## config.mk

```make
export PLATFORM = sky130hd
export DESIGN_NAME = s2p
export DESIGN_NICKNAME = d
export VERILOG_FILES = /design/src/rtl/s2p.sv
export SDC_FILE = /design/constraint.sdc
export NUM_CORES = 1
export LEC_CHECK = 0
export ABC_AREA = 1
export CAP_MARGIN = 20
export CORE_UTILIZATION = 44
export DETAILED_ROUTE_END_ITERATION = 10
export HOLD_SLACK_MARGIN = 0.08
export PLACE_DENSITY = 0.81
export SYNTH_ARGS = -nofsm -noshare
export SYNTH_HDL_FRONTEND = slang
export SYNTH_SLANG_ARGS = --single-unit
```

## constraint.sdc

```tcl
create_clock -name clk -period 1.3 [get_ports clk]
set_input_delay 0.26 -clock clk [delete_from_list [all_inputs] [get_ports clk]]
set_output_delay 0.26 -clock clk [all_outputs]
set_load 0.005 [all_outputs]
```

## src/rtl/s2p.sv

```systemverilog
// s2p: serial-to-parallel receiver with one output holding register so the next word assembles while the last waits.
module s2p #(
  parameter int N         = 8,
  parameter bit MSB_FIRST = 1'b0
) (
  input  logic         clk,
  input  logic         rst,
  input  logic         s_data,
  input  logic         s_valid,
  output logic         s_ready,
  output logic [N-1:0] p_data,
  output logic         p_valid,
  input  logic         p_ready
);
  localparam int CW = $clog2(N);
  logic [CW-1:0] cnt_q, cnt_d;
  logic [N-1:0]  sh_q, sh_d, p_data_q, p_data_d;
  logic          p_valid_q, p_valid_d, last, acc, load;
  always_comb begin
    last      = cnt_q == CW'(N - 1);
    // Only the word-completing bit can stall, and only while the held word is not leaving.
    s_ready   = !last || !p_valid_q || p_ready;
    acc       = s_valid && s_ready;
    load      = acc && last;
    sh_d      = !acc ? sh_q : MSB_FIRST ? {sh_q[N-2:0], s_data} : {s_data, sh_q[N-1:1]};
    cnt_d     = !acc ? cnt_q : last ? '0 : cnt_q + CW'(1);
    p_data_d  = load ? sh_d : p_data_q;
    p_valid_d = load || (p_valid_q && !p_ready);
  end
  always_ff @(posedge clk) begin
    if (rst) begin
      cnt_q     <= '0;
      sh_q      <= '0;
      p_data_q  <= '0;
      p_valid_q <= 1'b0;
    end else begin
      cnt_q     <= cnt_d;
      sh_q      <= sh_d;
      p_data_q  <= p_data_d;
      p_valid_q <= p_valid_d;
    end
  end
  assign p_data  = p_data_q;
  assign p_valid = p_valid_q;
endmodule
```

== Word-level counts from Yosys, hierarchy flattened ==
Cells that the tools add are included.

* Equal/unequal tests: 1
* Multiplexer cells: 2
* Multipliers: 0
* Reductions and logical operators: 9
* Bitwise gates (word level): 0
* Add/sub/neg operators: 1
* Divide/modulo/power cells: 0
* $lt $le $gt $ge: 0
* Shifts and indexed selects: 0

{| class="wikitable"
|+ Operators with widths
! cell !! count
|-
| $mux W8 || 1
|-
| $add A3 B1 Y3 const B || 1
|-
| $eq A3 B3 Y1 const B || 1
|-
| $logic_and A1 B1 Y1 || 3
|-
| $logic_not A1 Y1 || 3
|-
| $logic_or A1 B1 Y1 || 3
|-
| $mux W3 || 1
|}

* Output and inout port bits: 10
* Memories kept: 0
* RAM bits: 0
* Flip-flop bits (word level): 20
* Bits in latches: 0
* Word-level logic and storage cells: 17
* Input bits: 5
* Memory bits (read-only): 0

== Depth between registers and ports, before layout ==
Gate-level depths: netlist of the first run.

* Word-level depth: 7
* Mapped depth: 7

== Worst setup path after synthesis of the first run ==
OpenSTA, ideal clock, no wires.

* Kind: register to register
* Start point: register cnt_q[0]
* End point: register cnt_q[0]
* Cell stages (with the launch flop): 7
* Arrival time: 1185 ps
* Setup slack: 45 ps
* Data required time: 1230 ps
* Clock period less this slack: 1255 ps
* Cells stage by stage: dfxtp_1 -> ha_1 -> ha_1 -> nand3_2 -> buf_2 -> nand3_1 -> a21oi_1

* Word-level cells in the longest chain between the ends: 5
* Elaborated cells between the ends (all ways): 7
* Those cells by class: add/sub: 1; eq/ne: 1; mux: 1; reduce/logical: 4

{| class="wikitable"
|+ Ends and longest elaborated chain
! item !! line !! text
|-
| start: declaration || 16 || <nowiki>logic [CW-1:0] cnt_q, cnt_d;</nowiki>
|-
| start signal: assignment || 37 || <nowiki>cnt_q <= cnt_d;</nowiki>
|-
| $eq A3 B3 Y1 || 20 || <nowiki>last = cnt_q == CW'(N - 1);</nowiki>
|-
| $logic_not A1 Y1 || 22 || <nowiki>s_ready = !last || !p_valid_q || p_ready;</nowiki>
|-
| $logic_or A1 B1 Y1 (2 in series) || 22 ||
|-
| named net s_ready || 10 || <nowiki>output logic s_ready,</nowiki>
|-
| $logic_and A1 B1 Y1 || 23 || <nowiki>acc = s_valid && s_ready;</nowiki>
|}

The timed path passes the listed nets, and every way through them passes these cells.
A chain may end at the register's enable or synchronous reset.

== Worst setup path in the final report of the first run ==
* Start point: register cnt_q[0]
* End point: output s_ready

* Word-level cells in the longest chain between the ends: 4

{| class="wikitable"
|+ Ends and longest elaborated chain
! item !! line
|-
| $eq A3 B3 Y1 || 20
|-
| $logic_not A1 Y1 || 22
|-
| $logic_or A1 B1 Y1 (2 in series) || 22
|-
| end: declaration || 10
|}

No other way between the ends.

==> Flow_metrics.wiki, run 1 <==
{| class="wikitable"
! Metric !! Value
|-
| TritonCTS Buffers || 3
|-
| Clock latency of the later-clocked register in the worst-skew pair || approximately 0.30 ns
|-
| Number of core rows || 14
|-
| GRT overflow || 0
|-
| Non-Filler Cell Area, Final || between 1000 and 1500 µm²
|-
| Share of synthesized area occupied by flip-flops and latches || around 49%
|-
| Detailed-router iteration count before antenna repair || 4
|-
| Least-Margin Pin Slew || about 0.34 ns
|-
| Result of the run || finished with violations
|-
| Layout net count || 139
|-
| Total routing resource utilization after global routing || approximately 20%
|-
| Power density cells || 906 nW/µm²
|-
| Hold_sp || cnt_q[1]
|-
| Hold Crit Endpoint || cnt_q[1]
|-
| Cell depth of the worst flop-to-flop path || 8
|-
| Register-to-register setup slack || around 0.02 ns
|-
| Final min period || 1.39 ns
|-
| Y dimension of the die || about 44 µm
|-
| Via count of the first global-routing pass || approximately 650
|-
| Highest Clock Rate || between 700 and 800 MHz
|-
| Residual antenna-violating net count after detailed routing || 0
|-
| Setup violations, final || 1
|-
| Setup repair after global routing missed its margin || yes
|-
| Buffers on Ports || 14
|-
| Most common cell after layout, fill and taps aside || sky130_fd_sc_hd__nand2_1
|-
| Synthesis-to-layout area growth || 37.6%
|-
| Total standard cell area after synthesis || about 780 µm²
|-
| Clock Path Buffers || 2
|-
| WP data arrival || 1.13 ns
|-
| Depth of the CTS H-tree || 1
|-
| Ratio of cells with drive above 1 in the final layout || approximately a quarter
|-
| Placer's final routability congestion estimate || around 0.73
|-
| VDD IR max || between 0.0004 and 0.0005 V
|-
| Antenna cells || 0
|-
| Synth Area per Inst || 7.31 µm²
|-
| Setup skew after layout || roughly 0.0056 ns
|-
| Synth Register Bits || 19
|-
| Final Hold Viols || 0
|-
| First-pass GRT wire length || 2.77 mm
|-
| Placed Instance Area || 977 µm²
|-
| Via count || between 700 and 800
|-
| Mean routed wirelength per cell || between 10 and 15 µm
|-
| Count of unresolved DRC violations after routing || 0
|-
| Initial cell density of the core || roughly half
|-
| Min-Delay Path Class || flop to flop
|-
| Capturing point of the worst reg2reg path || p_data[2]
|-
| CTS sink cnt || 19
|-
| Multi-input gate area in the final layout || 375 µm²
|-
| Period utilization || 107%
|-
| TritonCTS clock tree || yes
|-
| Req. time, crit path || between 1 and 1.5 ns
|-
| Register area || 394 µm²
|-
| Die extent in x || about 44 µm
|-
| Reg-to-reg critical path startpoint || cnt_q[0]
|-
| Core outline area || about 1600 µm²
|-
| Worst-path maximum fanout || 2
|-
| Top-level I/O count || 15
|-
| Synthesized net count || between 100 and 150
|-
| Worst rel slew slack || 77.3%
|-
| Worst setup slack after layout || -0.0863 ns
|-
| Fillers || roughly 120
|-
| Number of distinct library cell variants in the gate-level netlist after synthesis || 14
|-
| Clock root buffer master || sky130_fd_sc_hd__clkbuf_4
|-
| DRT Wirelength || between 1.5 and 2 mm
|-
| Slew Limit Fails || 0
|-
| 1st-iter DRT viols || 14
|-
| Die Outline Area || between 1500 and 2000 µm²
|-
| Leakage Power || about 0.00053 µW
|-
| Total Neg Setup Slack || -0.0863 ns
|-
| Crit path launch type || flop
|-
| Clock-pin slew of the registers on the worst-case setup and hold paths || 0.11 ns
|-
| Pin count of the biggest net entering global routing || 12
|-
| Worst Setup End Kind || output port
|-
| Detailed placement HPWL || between 1 and 1.5 mm
|-
| Cell count of the worst hold path || 2
|-
| Drt via density || approximately 5.0
|-
| Start-to-end type of the worst setup path || flop to output port
|-
| Number of antenna violations at the first check in global routing || 0
|-
| Commonest non-fill, non-tap cells in the layout || 29 x sky130_fd_sc_hd__nand2_1, 15 x sky130_fd_sc_hd__nor2_1, 11 x sky130_fd_sc_hd__inv_1, 11 x sky130_fd_sc_hd__dfxtp_2
|-
| Violated checks || negative setup slack
|-
| Number of maximum-capacitance violations || 0
|-
| Synthesis Warnings || 0
|-
| Mapped Cells || 107
|}
[kinds of logic (layout without fill, tap and decap cells)]
kind of cell / count (synthesis) / count (layout) / share of synthesized area, %
compound gates: 10 / 10 / 6.40
buf+inv: 17 / 41 / 9.92
flops: 19 / 19 / 48.6
fa+ha+maj: 2 / 2 / 3.20
simple gates: 59 / 59 / 31.8
[synth_stat cells]
library cell                n  area share, %
sky130_fd_sc_hd__buf_6      1            1.4
sky130_fd_sc_hd__inv_2      1           0.48
sky130_fd_sc_hd__nand3_1   10            6.4
sky130_fd_sc_hd__buf_2      2            1.3
sky130_fd_sc_hd__nand3_2    2            2.6
sky130_fd_sc_hd__buf_4      1           0.96
sky130_fd_sc_hd__nor2_1    16            7.7
sky130_fd_sc_hd__ha_1       2            3.2
sky130_fd_sc_hd__dfxtp_1   19             49
sky130_fd_sc_hd__nand2_1   30             14
sky130_fd_sc_hd__inv_1     11            5.3
sky130_fd_sc_hd__clkbuf_1   1           0.48
sky130_fd_sc_hd__nand4_1    1           0.80
sky130_fd_sc_hd__a21oi_1   10            6.4
[worst max-delay path by stage]
stage               startpoint       end  slack, ns  cells after the start
CTS                   cnt_q[0]   s_ready      -0.10                      4
global route          cnt_q[0]   s_ready      -0.12                      4
global placement       p_ready   s_ready      -0.28                      4
detailed placement     p_ready   s_ready      -0.29                      4
floorplan             cnt_q[0]  cnt_q[0]       0.04                      6
finish                cnt_q[0]   s_ready      -0.09                      4
[per-layer routing]
layer | share of wire [%] | GRT usage (%)
met3 | 3.8 | 4.90
met4 | 1.4 | 10.3
met5 | 0 | 0
met1 | 43 | 23.8
met2 | 52 | 32.4
[registers in the layout, summed over array words and instances (netlist names)]
name     cells
cnt_q        3
p_data       8
p_valid      1
sh_q         7
[power breakdown]
part | internal [µW] | total, µW | switching [µW]
clock network | 115 | 305 | 190
registers | 591 | 599 | 7.77
logic | 34.7 | 71.2 | 36.5
total | 740 | 974 | 234
[critical path, stage by stage (launching register included)]
cell and delay [ns]:
sky130_fd_sc_hd__dfxtp_2 0.35, sky130_fd_sc_hd__ha_4 0.16, sky130_fd_sc_hd__ha_4 0.15, sky130_fd_sc_hd__nand3_2 0.06
sky130_fd_sc_hd__buf_2 0.11
[per-stage QoR]
stage               setup WS, ns  std cells  hold WS, ns  power (µW)  util, %
finish                   -0.0863        147        0.491         974     68.3
floorplan                 0.0448        107        0.329         640        -
global route              -0.123        147        0.517        1010     68.3
global placement          -0.282        141        0.451         668     62.0
detailed placement        -0.288        141        0.463         671     62.0
CTS                       -0.100        146        0.479         972     66.1
[layout make-up]
class,count,share of cell area [%]
Tap cell,16,1.86
Sequential cell,19,36.6
Inverter,12,4.19
Multi-Input combinational cell,71,34.9
Clock buffer,3,2.09
Timing Repair Buffer,25,19.9
Clock inverter,1,0.465
[repair_timing]
| action | 4_1_cts | 5_1_grt |
|---|---|---|
| buffers inserted | 1 | 0 |
| gates resized for setup | 30 | 6 |
| cloned | 0 | 1 |
| hold buffers | 0 | 0 |
| pin swaps | 0 | 2 |
| endpoints found under the setup margin | 29 | 16 |
Note: power is estimated with default switching activity, not from simulation.
==> inputs of run 2 (changes only) <==
CAP_MARGIN = unset   (was 20)
CORE_MARGIN = 1.5   (was unset)
==> Flow_metrics.wiki, run 2 (synthesized netlist as in run 1, its figures left out) <==
{| class="wikitable"
! Metric !! Value
|-
| Result of the run || finished with violations (unchanged)
|-
| Violated checks || negative setup slack (unchanged)
|-
| Comb pwr share || 7.8% (was 7.3%)
|-
| Via count || 760 (was 740)
|-
| Max reg flops || 8 (unchanged)
|-
| Residual antenna-violating net count after detailed routing || 0 (unchanged)
|-
| Clock latency of the later-clocked register in the worst-skew pair || 0.29 ns (was 0.30 ns)
|-
| Start-to-end type of the worst setup path || flop to output port (unchanged)
|-
| Detailed placement HPWL || 1.07 mm (was 1.13 mm)
|-
| Antenna cells || 0 (unchanged)
|-
| TritonCTS clock tree || yes (unchanged)
|-
| Crit path launch type || flop (unchanged)
|-
| Final Hold Viols || 0 (unchanged)
|-
| Number of core rows || 15 (was 14)
|-
| Via count of the first global-routing pass || 629 (was 653)
|-
| Clock Path Buffers || 2 (unchanged)
|-
| WP data arrival || 1.12 ns (was 1.13 ns)
|-
| Die Outline Area || 2040 µm² (was 1950 µm²)
|-
| Leakage Power || 0.000545 µW (was 0.000530 µW)
|-
| Drt via density || 5.14 (was 5.03)
|-
| Clock-pin slew of the registers on the worst-case setup and hold paths || 0.11 ns (about the same)
|-
| Layout net count || 139 (unchanged)
|-
| Buffers on Ports || 14 (unchanged)
|-
| Setup Slack @ Placement || -0.293 ns (was -0.288 ns)
|-
| Initial cell density of the core || 46.3% (was 49.6%)
|-
| Highest Clock Rate || 724 MHz (was 721 MHz)
|-
| Placer's final routability congestion estimate || 0.733 (was 0.731)
|-
| Sequential cell fraction of total power || 61.7% (was 61.4%)
|-
| GRT overflow || 0 (unchanged)
|-
| Period utilization || 106% (was 107%)
|-
| CTS sink cnt || 19 (unchanged)
|-
| Worst Setup End Kind || output port (unchanged)
|-
| Detailed-router iteration count before antenna repair || 5 (was 4)
|-
| Final min period || 1.38 ns (was 1.39 ns)
|-
| Mean routed wirelength per cell || 12.5 µm (was 11.2 µm)
|-
| Min-Delay Path Class || flop to flop (unchanged)
|-
| Total power || 970 µW (was 974 µW)
|-
| VDD IR max || 0.000495 V (was 0.000490 V)
|-
| DRT Wirelength || 1.86 mm (was 1.65 mm)
|-
| Top-level I/O count || 15 (unchanged)
|-
| Commonest non-fill, non-tap cells in the layout || 29 x sky130_fd_sc_hd__nand2_1, 15 x sky130_fd_sc_hd__nor2_1, 11 x sky130_fd_sc_hd__inv_1, 11 x sky130_fd_sc_hd__dfxtp_2 (unchanged)
|-
| Most common cell after layout, fill and taps aside || sky130_fd_sc_hd__nand2_1 (unchanged)
|-
| Least-Margin Pin Slew || 0.304 ns (was 0.340 ns)
|-
| Ratio of cells with drive above 1 in the final layout || 26.0% (unchanged)
|-
| Setup skew after layout || 0.00375 ns (was 0.00563 ns)
|-
| Core outline area || 1690 µm² (was 1580 µm²)
|-
| Switching power || 228 µW (was 234 µW)
|-
| Total Neg Setup Slack || -0.0811 ns (was -0.0863 ns)
|-
| Synthesis-to-layout area growth || 40.6% (was 37.6%)
|-
| Die extent in x || 45.2 µm (was 44.2 µm)
|-
| Req. time, crit path || 1.04 ns (about the same)
|-
| Depth of the CTS H-tree || 1 (unchanged)
|-
| Power density cells || 882 nW/µm² (was 906 nW/µm²)
|-
| Proportion of power drawn by the clock network || 30.5% (was 31.3%)
|-
| 1st-iter DRT viols || 17 (was 14)
|-
| Number of antenna violations at the first check in global routing || 0 (unchanged)
|-
| Slew Limit Fails || 0 (unchanged)
|-
| Y dimension of the die || 45.2 µm (was 44.2 µm)
|-
| TritonCTS Buffers || 3 (unchanged)
|-
| Setup repair after global routing missed its margin || yes (unchanged)
|-
| Number of maximum-capacitance violations || 0 (unchanged)
|-
| Clock root buffer master || sky130_fd_sc_hd__clkbuf_4 (unchanged)
|-
| Total routing resource utilization after global routing || 18.1% (was 19.7%)
|-
| Switching share of power || 23.5% (was 24.0%)
|-
| First-pass GRT wire length || 2.62 mm (was 2.77 mm)
|-
| Worst-path maximum fanout || 2 (unchanged)
|-
| Worst rel slew slack || 79.7% (was 77.3%)
|-
| Worst setup slack after layout || -0.0811 ns (was -0.0863 ns)
|-
| Setup violations, final || 1 (unchanged)
|-
| Pin count of the biggest net entering global routing || 17 (was 12)
|-
| Count of unresolved DRC violations after routing || 0 (unchanged)
|-
| Internal power contribution || 742 µW (was 740 µW)
|}
run 2: changes by cell type in the layout (fill, tap and decap cells not counted):
cell | previous run | this run
sky130_fd_sc_hd__clkbuf_16 | 0 | 1
sky130_fd_sc_hd__buf_12 | 0 | 1
sky130_fd_sc_hd__buf_6 | 2 | 0
run 2: critical path, stage by stage (launching register included):
cell	delay [ns]
sky130_fd_sc_hd__dfxtp_2	0.35
sky130_fd_sc_hd__ha_4	0.16
sky130_fd_sc_hd__ha_4	0.15
sky130_fd_sc_hd__nand3_2	0.06
sky130_fd_sc_hd__buf_2	0.11
run 2: worst paths after layout:
check	startpoint	to	slack, ns	depth (start not counted)
setup / recovery	cnt_q[0]	s_ready	-0.08	4
hold / removal	sh_q[1]	p_data[0]	0.49	2
setup reg to reg	cnt_q[0]	p_valid	0	8
hold reg to reg	sh_q[1]	p_data[0]	0.49	2
run 2: repair_timing:
action,in CTS,in global routing
pin swaps,2,2
gates cloned,0,1
gates resized for setup,30,3
setup buffers,3,0
hold buffers,0,0
endpoints found under the setup margin,29,19
run 2: metal layers:
layer / global-route usage, % / vias to the layer above / wire length, µm
li1: - / 381 / -
met1: 22.7 / 359 / 829
met2: 28.6 / 18 / 947
met3: 2.40 / 2 / 49
met4: 12.4 / 0 / 29
met5: 0 / - / 0
run 2: through the flow:
step                instances  utilization, %  hold WS [ns]  cell area [µm²]
CTS                       147            62.5         0.480             1060
floorplan                 107               -         0.329              782
finish                    148            65.1         0.488             1100
global route              148            65.1         0.508             1100
global placement          140            57.8         0.449              976
detailed placement        140            57.8         0.464              976
run 2: power groups by stage:
| stage | logic (µW) | clock network (µW) | registers [µW] |
|---|---|---|---|
| global placement | 59.7 | 0 | 608 |
| floorplan | 31.7 | 0 | 608 |
| CTS | 69.6 | 305 | 598 |
| finish | 75.8 | 296 | 598 |
| global route | 83.7 | 335 | 599 |
| detailed placement | 62.1 | 0 | 609 |
run 2: cell type report:
cell class,count,area (µm²)
Sequential cell,19,394
Inverter,12,45.0
Timing Repair Buffer,25,236
Clock inverter,1,5.00
Multi-Input combinational cell,71,375
Fill cell,136,589
Tap cell,17,21.3
Clock buffer,3,22.5
